--- config.mk ---
export PLATFORM = sky130hd
export DESIGN_NAME = imem_loader
export DESIGN_NICKNAME = d
export VERILOG_FILES = /design/src/rtl/imem_loader.sv
export SDC_FILE = /design/constraint.sdc
export NUM_CORES = 1
export LEC_CHECK = 0
export ABC_AREA = 1
export BUFFER_PORTS_ARGS = -buffer_cell sky130_fd_sc_hd__clkbuf_2
export CORE_ASPECT_RATIO = 0.6
export CORE_UTILIZATION = 50
export DETAILED_ROUTE_END_ITERATION = 10
export PLACE_DENSITY_LB_ADDON = 0.05
export SETUP_SLACK_MARGIN = 0.2
export SYNTH_ARGS = -nofsm -noshare
export SYNTH_HDL_FRONTEND = slang
export SYNTH_SLANG_ARGS = --single-unit
--- constraint.sdc ---
create_clock -name i_clk -period 1.9 [get_ports i_clk]
set_clock_uncertainty 0.05 [all_clocks]
set_input_delay 0.38 -clock i_clk [delete_from_list [all_inputs] [get_ports i_clk]]
set_output_delay 0.38 -clock i_clk [all_outputs]
set_load 0.01 [all_outputs]
--- src/rtl/imem_loader.sv ---
// imem_loader: boot-time instruction memory writer.
// Accepts a byte stream over valid/ready, packs little-endian 32-bit words,
// writes each one through the instruction memory write port, and keeps the
// core in reset until the whole image is in place.
// Optional build macro: IMEM_LOADER_CHECKSUM_EN adds a trailing 8-bit
// checksum byte (sum mod 256 of all image bytes) that must match before the
// core is released.
module imem_loader #(
  parameter int          DEPTH_WORDS = 64,
  parameter logic [31:0] BASE_ADDR   = 32'h0000_0000,
  parameter int          CNT_W       = $clog2(DEPTH_WORDS + 1)
) (
  input  logic             i_clk,
  input  logic             i_srst,
  input  logic             i_start,
  input  logic [CNT_W-1:0] i_wordCount,
  input  logic             i_byteValid,
  input  logic [7:0]       i_byte,
  output logic             o_byteReady,
  output logic             o_imemWriteEn,
  output logic [31:0]      o_imemWriteAddress,
  output logic [31:0]      o_imemWriteData,
  output logic             o_coreReset,
  output logic             o_busy,
  output logic             o_done,
  output logic             o_error
);

  localparam logic [2:0] IDLE  = 3'd0;
  localparam logic [2:0] LOAD  = 3'd1;
`ifdef IMEM_LOADER_CHECKSUM_EN
  localparam logic [2:0] CHECK = 3'd2;
`endif
  localparam logic [2:0] DONE  = 3'd3;
  localparam logic [2:0] ERROR = 3'd4;

  logic [2:0]       state;
  logic [CNT_W-1:0] wordCountReg;
  logic [CNT_W-1:0] wordIdx;
  logic [1:0]       byteIdx;
  logic [23:0]      asmReg;     // bytes 0..2 of the word being assembled
`ifdef IMEM_LOADER_CHECKSUM_EN
  logic [7:0]       checksum;
`endif

  logic canStart;
  logic countBad;
  logic lastWord;

  // Start requests are honoured only while no load is running.
  assign canStart = (state == IDLE) || (state == DONE) || (state == ERROR);
  assign countBad = (i_wordCount == '0) || (32'(i_wordCount) > 32'(DEPTH_WORDS));
  assign lastWord = (wordIdx == wordCountReg - CNT_W'(1));

  // Ready is a pure state decode so the producer sees it in the same cycle.
`ifdef IMEM_LOADER_CHECKSUM_EN
  assign o_byteReady = (state == LOAD) || (state == CHECK);
`else
  assign o_byteReady = (state == LOAD);
`endif

  // Control FSM, byte assembly, write port and status outputs.
  always_ff @(posedge i_clk) begin
    if (i_srst) begin
      // NOTE: every register here sits in one reset branch and is assigned
      // with <=, so all of them see pre-edge values of each other.
      state              <= IDLE;
      wordCountReg       <= '0;
      wordIdx            <= '0;
      byteIdx            <= '0;
      asmReg             <= '0;
`ifdef IMEM_LOADER_CHECKSUM_EN
      checksum           <= '0;
`endif
      o_imemWriteEn      <= 1'b0;
      o_imemWriteAddress <= '0;
      o_imemWriteData    <= '0;
      o_coreReset        <= 1'b1;
      o_busy             <= 1'b0;
      o_done             <= 1'b0;
      o_error            <= 1'b0;
    end else begin
      // The write strobe is a single-cycle pulse unless re-armed below.
      o_imemWriteEn <= 1'b0;

      case (state)
        IDLE, DONE, ERROR: begin
          if (i_start && canStart) begin
            o_coreReset <= 1'b1;
            o_done      <= 1'b0;
            if (countBad) begin
              state   <= ERROR;
              o_error <= 1'b1;
              o_busy  <= 1'b0;
            end else begin
              state        <= LOAD;
              wordCountReg <= i_wordCount;
              wordIdx      <= '0;
              byteIdx      <= '0;
`ifdef IMEM_LOADER_CHECKSUM_EN
              checksum     <= '0;
`endif
              o_error      <= 1'b0;
              o_busy       <= 1'b1;
            end
          end
        end

        LOAD: begin
          if (i_byteValid) begin
            byteIdx <= byteIdx + 2'd1;
`ifdef IMEM_LOADER_CHECKSUM_EN
            checksum <= checksum + i_byte;
`endif
            case (byteIdx)
              2'd0: asmReg[7:0]   <= i_byte;
              2'd1: asmReg[15:8]  <= i_byte;
              2'd2: asmReg[23:16] <= i_byte;
              2'd3: begin
                // Write data has its own register, so the next word's
                // byte 0 can land in asmReg while this word is written.
                o_imemWriteEn      <= 1'b1;
                o_imemWriteAddress <= BASE_ADDR + (32'(wordIdx) << 2);
                o_imemWriteData    <= {i_byte, asmReg};
                wordIdx            <= wordIdx + CNT_W'(1);
                if (lastWord) begin
`ifdef IMEM_LOADER_CHECKSUM_EN
                  state <= CHECK;
`else
                  state       <= DONE;
                  o_done      <= 1'b1;
                  o_coreReset <= 1'b0;
                  o_busy      <= 1'b0;
`endif
                end
              end
            endcase
          end
        end

`ifdef IMEM_LOADER_CHECKSUM_EN
        CHECK: begin
          if (i_byteValid) begin
            o_busy <= 1'b0;
            if (i_byte == checksum) begin
              state       <= DONE;
              o_done      <= 1'b1;
              o_coreReset <= 1'b0;
            end else begin
              state       <= ERROR;
              o_error     <= 1'b1;
              o_coreReset <= 1'b1;
            end
          end
        end
`endif

        default: state <= IDLE;
      endcase
    end
  end

endmodule

# Word level (Yosys, flattened, before mapping)
# Cells that the tools add are included.
totals:
  regBits: 87
  latchBits: 0
  mem_bits_rw: 0
  rom_bits: 0
  out_inout_bits: 70
  memories: 0
classes:
  addsub: 3
  mul: 0
  div: 0
  order_cmp: 1
  eq_ne: 12
  shifts: 0
  n_mux: 30
  n_bitwise: 3
  reduce_logical: 20
ops:
  columns: ["operator", "count"]
  rows:
  - ["7-bit 2-to-1 mux", 4]
  - ["3-bit 2-to-1 mux", 5]
  - ["3-bit AND reduction", 5]
  - ["7-bit case mux with 2 select lines", 1]
  - ["1-bit 2-to-1 mux", 12]
  - ["5-bit AND reduction", 2]
  - ["4-bit AND reduction", 2]
  - ["7-bit by 1-bit adder with 7-bit output, second input constant", 1]
  - ["7-bit equality test", 1]
  - ["7-bit greater-than comparator, second input constant", 1]
  - ["7-bit zero test", 1]
  - ["7-bit by 1-bit subtractor with 7-bit output, second input constant", 1]
  - ["2-bit 2-to-1 mux", 3]
  - ["2-bit inequality test, second input constant", 3]
  - ["1-bit case mux with 2 select lines", 3]
  - ["3-bit case mux with 2 select lines", 1]
  - ["3-bit OR reduction", 2]
  - ["2-bit equality test, second input constant", 2]
  - ["2-bit by 1-bit inequality test with 1-bit output, second input constant", 2]
  - ["2-bit case mux with 2 select lines", 1]
  - ["3-bit by 1-bit equality test with 1-bit output, second input constant", 1]
  - ["3-bit by 2-bit equality test with 1-bit output, second input constant", 1]
  - ["3-bit equality test, second input constant", 1]
  - ["3-bit zero test", 1]
  - ["8 further kinds", 12]

# Logic depth before layout (Yosys ltp)
logic_depth:
  depth_word: 6
  ltp_mapped: 14
  depth_no_buf: 14

# Worst setup path after synthesis
# OpenSTA, ideal clock, no wires.
synth_path:
  kind: "reg2reg"
  start: "register wordCountReg[0]"
  end: "register o_busy"
  arrival_time_ns: 1.385
  required_ns: 1.720
  setup_slack_ns: 0.335
  path_stages_with_launch: 14
  path_buffers: 0
  synth_period_minus_slack_ns: 1.565
  cell_sequence: "dfxtp_1 inv_1 ha_1 inv_1 nand2_1 nand2_1 nor2_1 nand3_1 nor2_1 nand2_1 nand2_1 nand3_1 nand2_1 a21oi_2"
synth_via:
  elab_chain_len: 4
synth_lines:
  columns: ["item", "line_no", "rtl"]
  rows:
  - ["start: declaration", "38", "logic [CNT_W-1:0] wordCountReg;"]
  - ["start signal: assignment", "97", "wordCountReg <= i_wordCount;"]
  - ["7-bit by 1-bit subtractor with 7-bit output", "53", "assign lastWord = (wordIdx == wordCountReg - CNT_W'(1));"]
  - ["7-bit equality test", "53", null]
  - ["2-bit by 1-bit inequality test with 1-bit output (no line)", null, null]
  - ["5-bit AND reduction (no line)", null, null]
  - ["end signal: assignment", "79", "o_busy <= 1'b0;"]
  - ["end signal: assignment", "94", "o_busy <= 1'b0;"]
  - ["end signal: assignment", "104", "o_busy <= 1'b1;"]
  - ["end: declaration", "24", "output logic o_busy,"]
# No other way between the ends.
# A chain may end at the register's enable or synchronous reset.

# Worst setup path in the final report
layout_path:
  start: "register wordCountReg[0]"
  end: "register o_done"
layout_via:
  elab_chain_len: 4
layout_lines:
  columns: ["item", "line_no", "rtl"]
  rows:
  - ["7-bit by 1-bit subtractor with 7-bit output", "53", null]
  - ["7-bit equality test", "53", null]
  - ["2-bit by 1-bit inequality test with 1-bit output (no line)", null, null]
  - ["5-bit AND reduction (no line)", null, null]
  - ["end signal: assignment", "80", "o_done <= 1'b0;"]
  - ["end signal: assignment", "90", "o_done <= 1'b0;"]
  - ["end signal: assignment", "131", "o_done <= 1'b1;"]
  - ["end: declaration", "25", "output logic o_done,"]
# No other way between the ends.

==> results.md <==
* Routing usage on met2 at 0.332
* Met1 Use GR at 0.385
* Adder-cell share of the synthesized area at 0.0196
* Initial core utilization at 0.522
* Vias in the first global route at 3115
* Placement Cell Area at 0.00413 mm2
* EDFF count, synth at 0
* Dpl hpwl at around 6600 um
* Design area at 0.00453 mm2
* Compound-Gate Fraction of Synth Area at 0.131
* Max clock buf depth at 2
* Critical Path RT at slightly above 2 ns
* CTS tree: yes
* RSZ-0062 raised after global routing: yes
* Area delta synth->final at 18.4%
* GRT met3 Usage at 0.0664
* Vias at 3472
* Worst IR drop on VDD at 795 uV
* Leakage at 2.07 nW
* Crit-path max FO at 4
* Yosys reg bits at 87
* Top post-synthesis cells by area: dfxtp_1, nor2_1, nand2_1, a21oi_1, o21ai_0
* WHS at 0.259 ns
* Post-DR wirelength/cell at 13.7 um
* Syn_area_per_cell at approximately 7.4 um2
* Main combinational cell family by area after synthesis: simple AND/OR/NAND/NOR gates
* Final Cycle Share at 0.904
* Slew Limit Fails at 0
* Top cells by count, synth: nor2_1, nand2_1, dfxtp_1, a21oi_1, o21ai_0
* Root Buffer: clkbuf_16
* Post-Synthesis Cell Area at 0.00382 mm2
* GP Congestion at between 0.7 and 0.8
* Worst-Skew Late Latency at 0.34 ns
* Final #Nets at between 600 and 700
* Prevailing post-synth register cell: dfxtp_1
* Endpoints failing setup at 0
* Die width at 115 um
* Fmax at 0.582 GHz
* Top-count cell post-synth: nor2_1
* Final Power at 4.92 mW
* PwrDens at 1090 mW/mm2
* Syn. warnings at 0
* Std-Cell Rows at 24
* Mux share of post-synthesis cell area at 0
* Top Usage Layer GRT: met1
* Hold Path Class: input pin to register
* Pre-Repair DR Iteration Count at 5
* Yosys cell types at 30
* Synth Area in XOR/XNOR at 0.0137
* DIE HEIGHT at 69.8 um
* CTS Buf Count at 9
* WP data arrival at 1.88 ns
* Core outline area at 0.00733 mm2
* Post-synthesis sequential area ratio at 0.455
* Die ar. at 0.00802 mm2
* TNS Setup at 0 ns
* Post-synthesis simple-gate area fraction at 0.270
* Final hold vios at 0
* Fraction of registers with async set/reset at 0
* Total GRT Usage at 0.250
* DRC violations left at 0
* Clk pin slew, worst setup/hold paths at 0.06 ns
* Grt ovf at 0
* Status: completed
* Wirelength, routed at 9460 um
* Top cell type's share of synthesized area at 0.455
* First-pass GRT wire length at 15400 um
* Cell accounting for the most synthesized area: dfxtp_1
* Ant diodes at 0
* 1st-iter DRT viols at 217
* Fraction of layout cells with a size suffix above 1 at 0.224
* Io pins at 89
* Startpoint types: register
* Synthesized netlist cell count at 520
* Max Cap Violations at 0
* FF-to-FF setup slack at 0.18 ns
* Vias per cell at 5.03
* H-tree depth at 3
* Post-Place Setup Slack at 0.0760 ns
* Largest net degree at the start of global routing at 39
* Crit Path Category: register to register
* Final min period at 1.72 ns
* Final WS setup at around 0.18 ns
* IO buf count at 63
* Sinks on Clock Net at 87
* ANT nets after route at 0
* CP Capture Type: register
* Initial antenna violation count at 0
## routing by layer
layer	vias up	part of all wire
met2	119	0.39
met5	-	0
met4	0	0.0098
met1	1606	0.53
li1	1736	-
met3	11	0.061
## final timing paths
| path | from | to | depth (start not counted) |
|---|---|---|---|
| setup / recovery | wordCountReg[0]$_SDFFE_PP0P_ | o_done$_SDFFE_PP0P_ | 13 |
| hold / removal | i_wordCount[5] | wordCountReg[5]$_SDFFE_PP0P_ | 3 |
| setup reg to reg | wordCountReg[0]$_SDFFE_PP0P_ | o_done$_SDFFE_PP0P_ | 13 |
| hold reg to reg | asmReg[16]$_SDFFE_PP0P_ | asmReg[16]$_SDFFE_PP0P_ | 2 |
## critical path: stages (launching register included)
cell and delay (ns):
dfxtp_2 0.35, inv_4 0.05, ha_4 0.26, inv_2 0.03
nand2_1 0.05, nand2_1 0.05, nor2_1 0.10, nand3_1 0.09
nor2_1 0.11, nand2_1 0.10, nand2_4 0.12, nand3_4 0.10
nand2_1 0.09, a21oi_1 0.06
## final cells by class
cell class                      count  area, um2
Fill cell                         715       2800
Multi-Input combinational cell    376       1830
Inverter                           32        133
Tap cell                          104        130
Timing Repair Buffer               75        418
Sequential cell                    87       1750
Clock inverter                      7       48.8
Clock buffer                        9        225
## cells in the final DEF (no fill, tap or decap)
| cell | synthesis | final |
|---|---|---|
| nor2_1 | 97 | 97 |
| nand2_1 | 94 | 88 |
| dfxtp_1 | 87 | 83 |
| clkbuf_2 | 0 | 63 |
| a21oi_1 | 46 | 46 |
| o21ai_0 | 45 | 43 |
| nand3_1 | 36 | 33 |
| conb_1 | 1 | 25 |
| inv_1 | 25 | 21 |
| buf_4 | 25 | 11 |
| clkbuf_16 | 0 | 9 |
| inv_2 | 7 | 7 |
| nand2_2 | 2 | 5 |
| ha_1 | 6 | 5 |
| nor2_4 | 4 | 4 |
| xor2_1 | 4 | 4 |
| nand2_4 | 1 | 4 |
| o21ai_1 | 2 | 4 |
| dfxtp_2 | 0 | 4 |
| inv_4 | 0 | 3 |
| a21oi_2 | 3 | 3 |
| nand3_2 | 1 | 3 |
| clkinv_2 | 0 | 3 |
| nand3_4 | 1 | 2 |
| inv_6 | 0 | 2 |
| xnor2_1 | 2 | 2 |
| nor3b_1 | 2 | 2 |
| clkinv_4 | 0 | 2 |
| nand3b_1 | 1 | 1 |
| o21ai_4 | 0 | 1 |
| nor2_2 | 1 | 1 |
| and2_2 | 0 | 1 |
| nor3_1 | 1 | 1 |
| ha_4 | 0 | 1 |
| clkinvlp_4 | 0 | 1 |
| buf_12 | 0 | 1 |
## kinds of logic after synthesis
family | after synthesis
xor gates and xnor gates | 6
AOI/OAI and AO/OA | 97
adders and majority gates | 6
and+or+nand+nor | 242
buffers and inverters | 81
other | 1
DFF | 87
## sequential cells by signal (all words and copies together) (netlist names)
name	count
byteIdx	2
wordCountReg	7
wordIdx	7
o_imemWriteAddress	7
o_imemWriteData	32
o_coreReset	1
o_error	1
o_busy	1
o_imemWriteEn	1
asmReg	24
o_done	1
state	3
## stage by stage
stage | instances | util
3_3_place_gp | 671 | 0.564
4_1_cts | 687 | 0.605
2_1_floorplan | 544 | -
6_report | 690 | 0.618
3_5_place_dp | 671 | 0.564
5_1_grt | 690 | 0.618
## where the power goes
group / total (mW) / switching [mW] / internal [mW] / leakage (nW)
clock: 1.64 / 0.751 / 0.887 / 0.136
combinational: 1.26 / 0.828 / 0.429 / 1.23
sequential: 2.02 / 0.0976 / 1.92 / 0.705
total: 4.92 / 1.68 / 3.24 / 2.07
## what timing repair did
action / CTS / global route
gates resized for setup: 10 / 25
endpoints found under the setup margin: 8 / 34
pin swaps: 2 / 9
hold buffers: 0 / 0
setup buffers: 0 / 3
No activity file was read; power rests on OpenSTA's default activity.
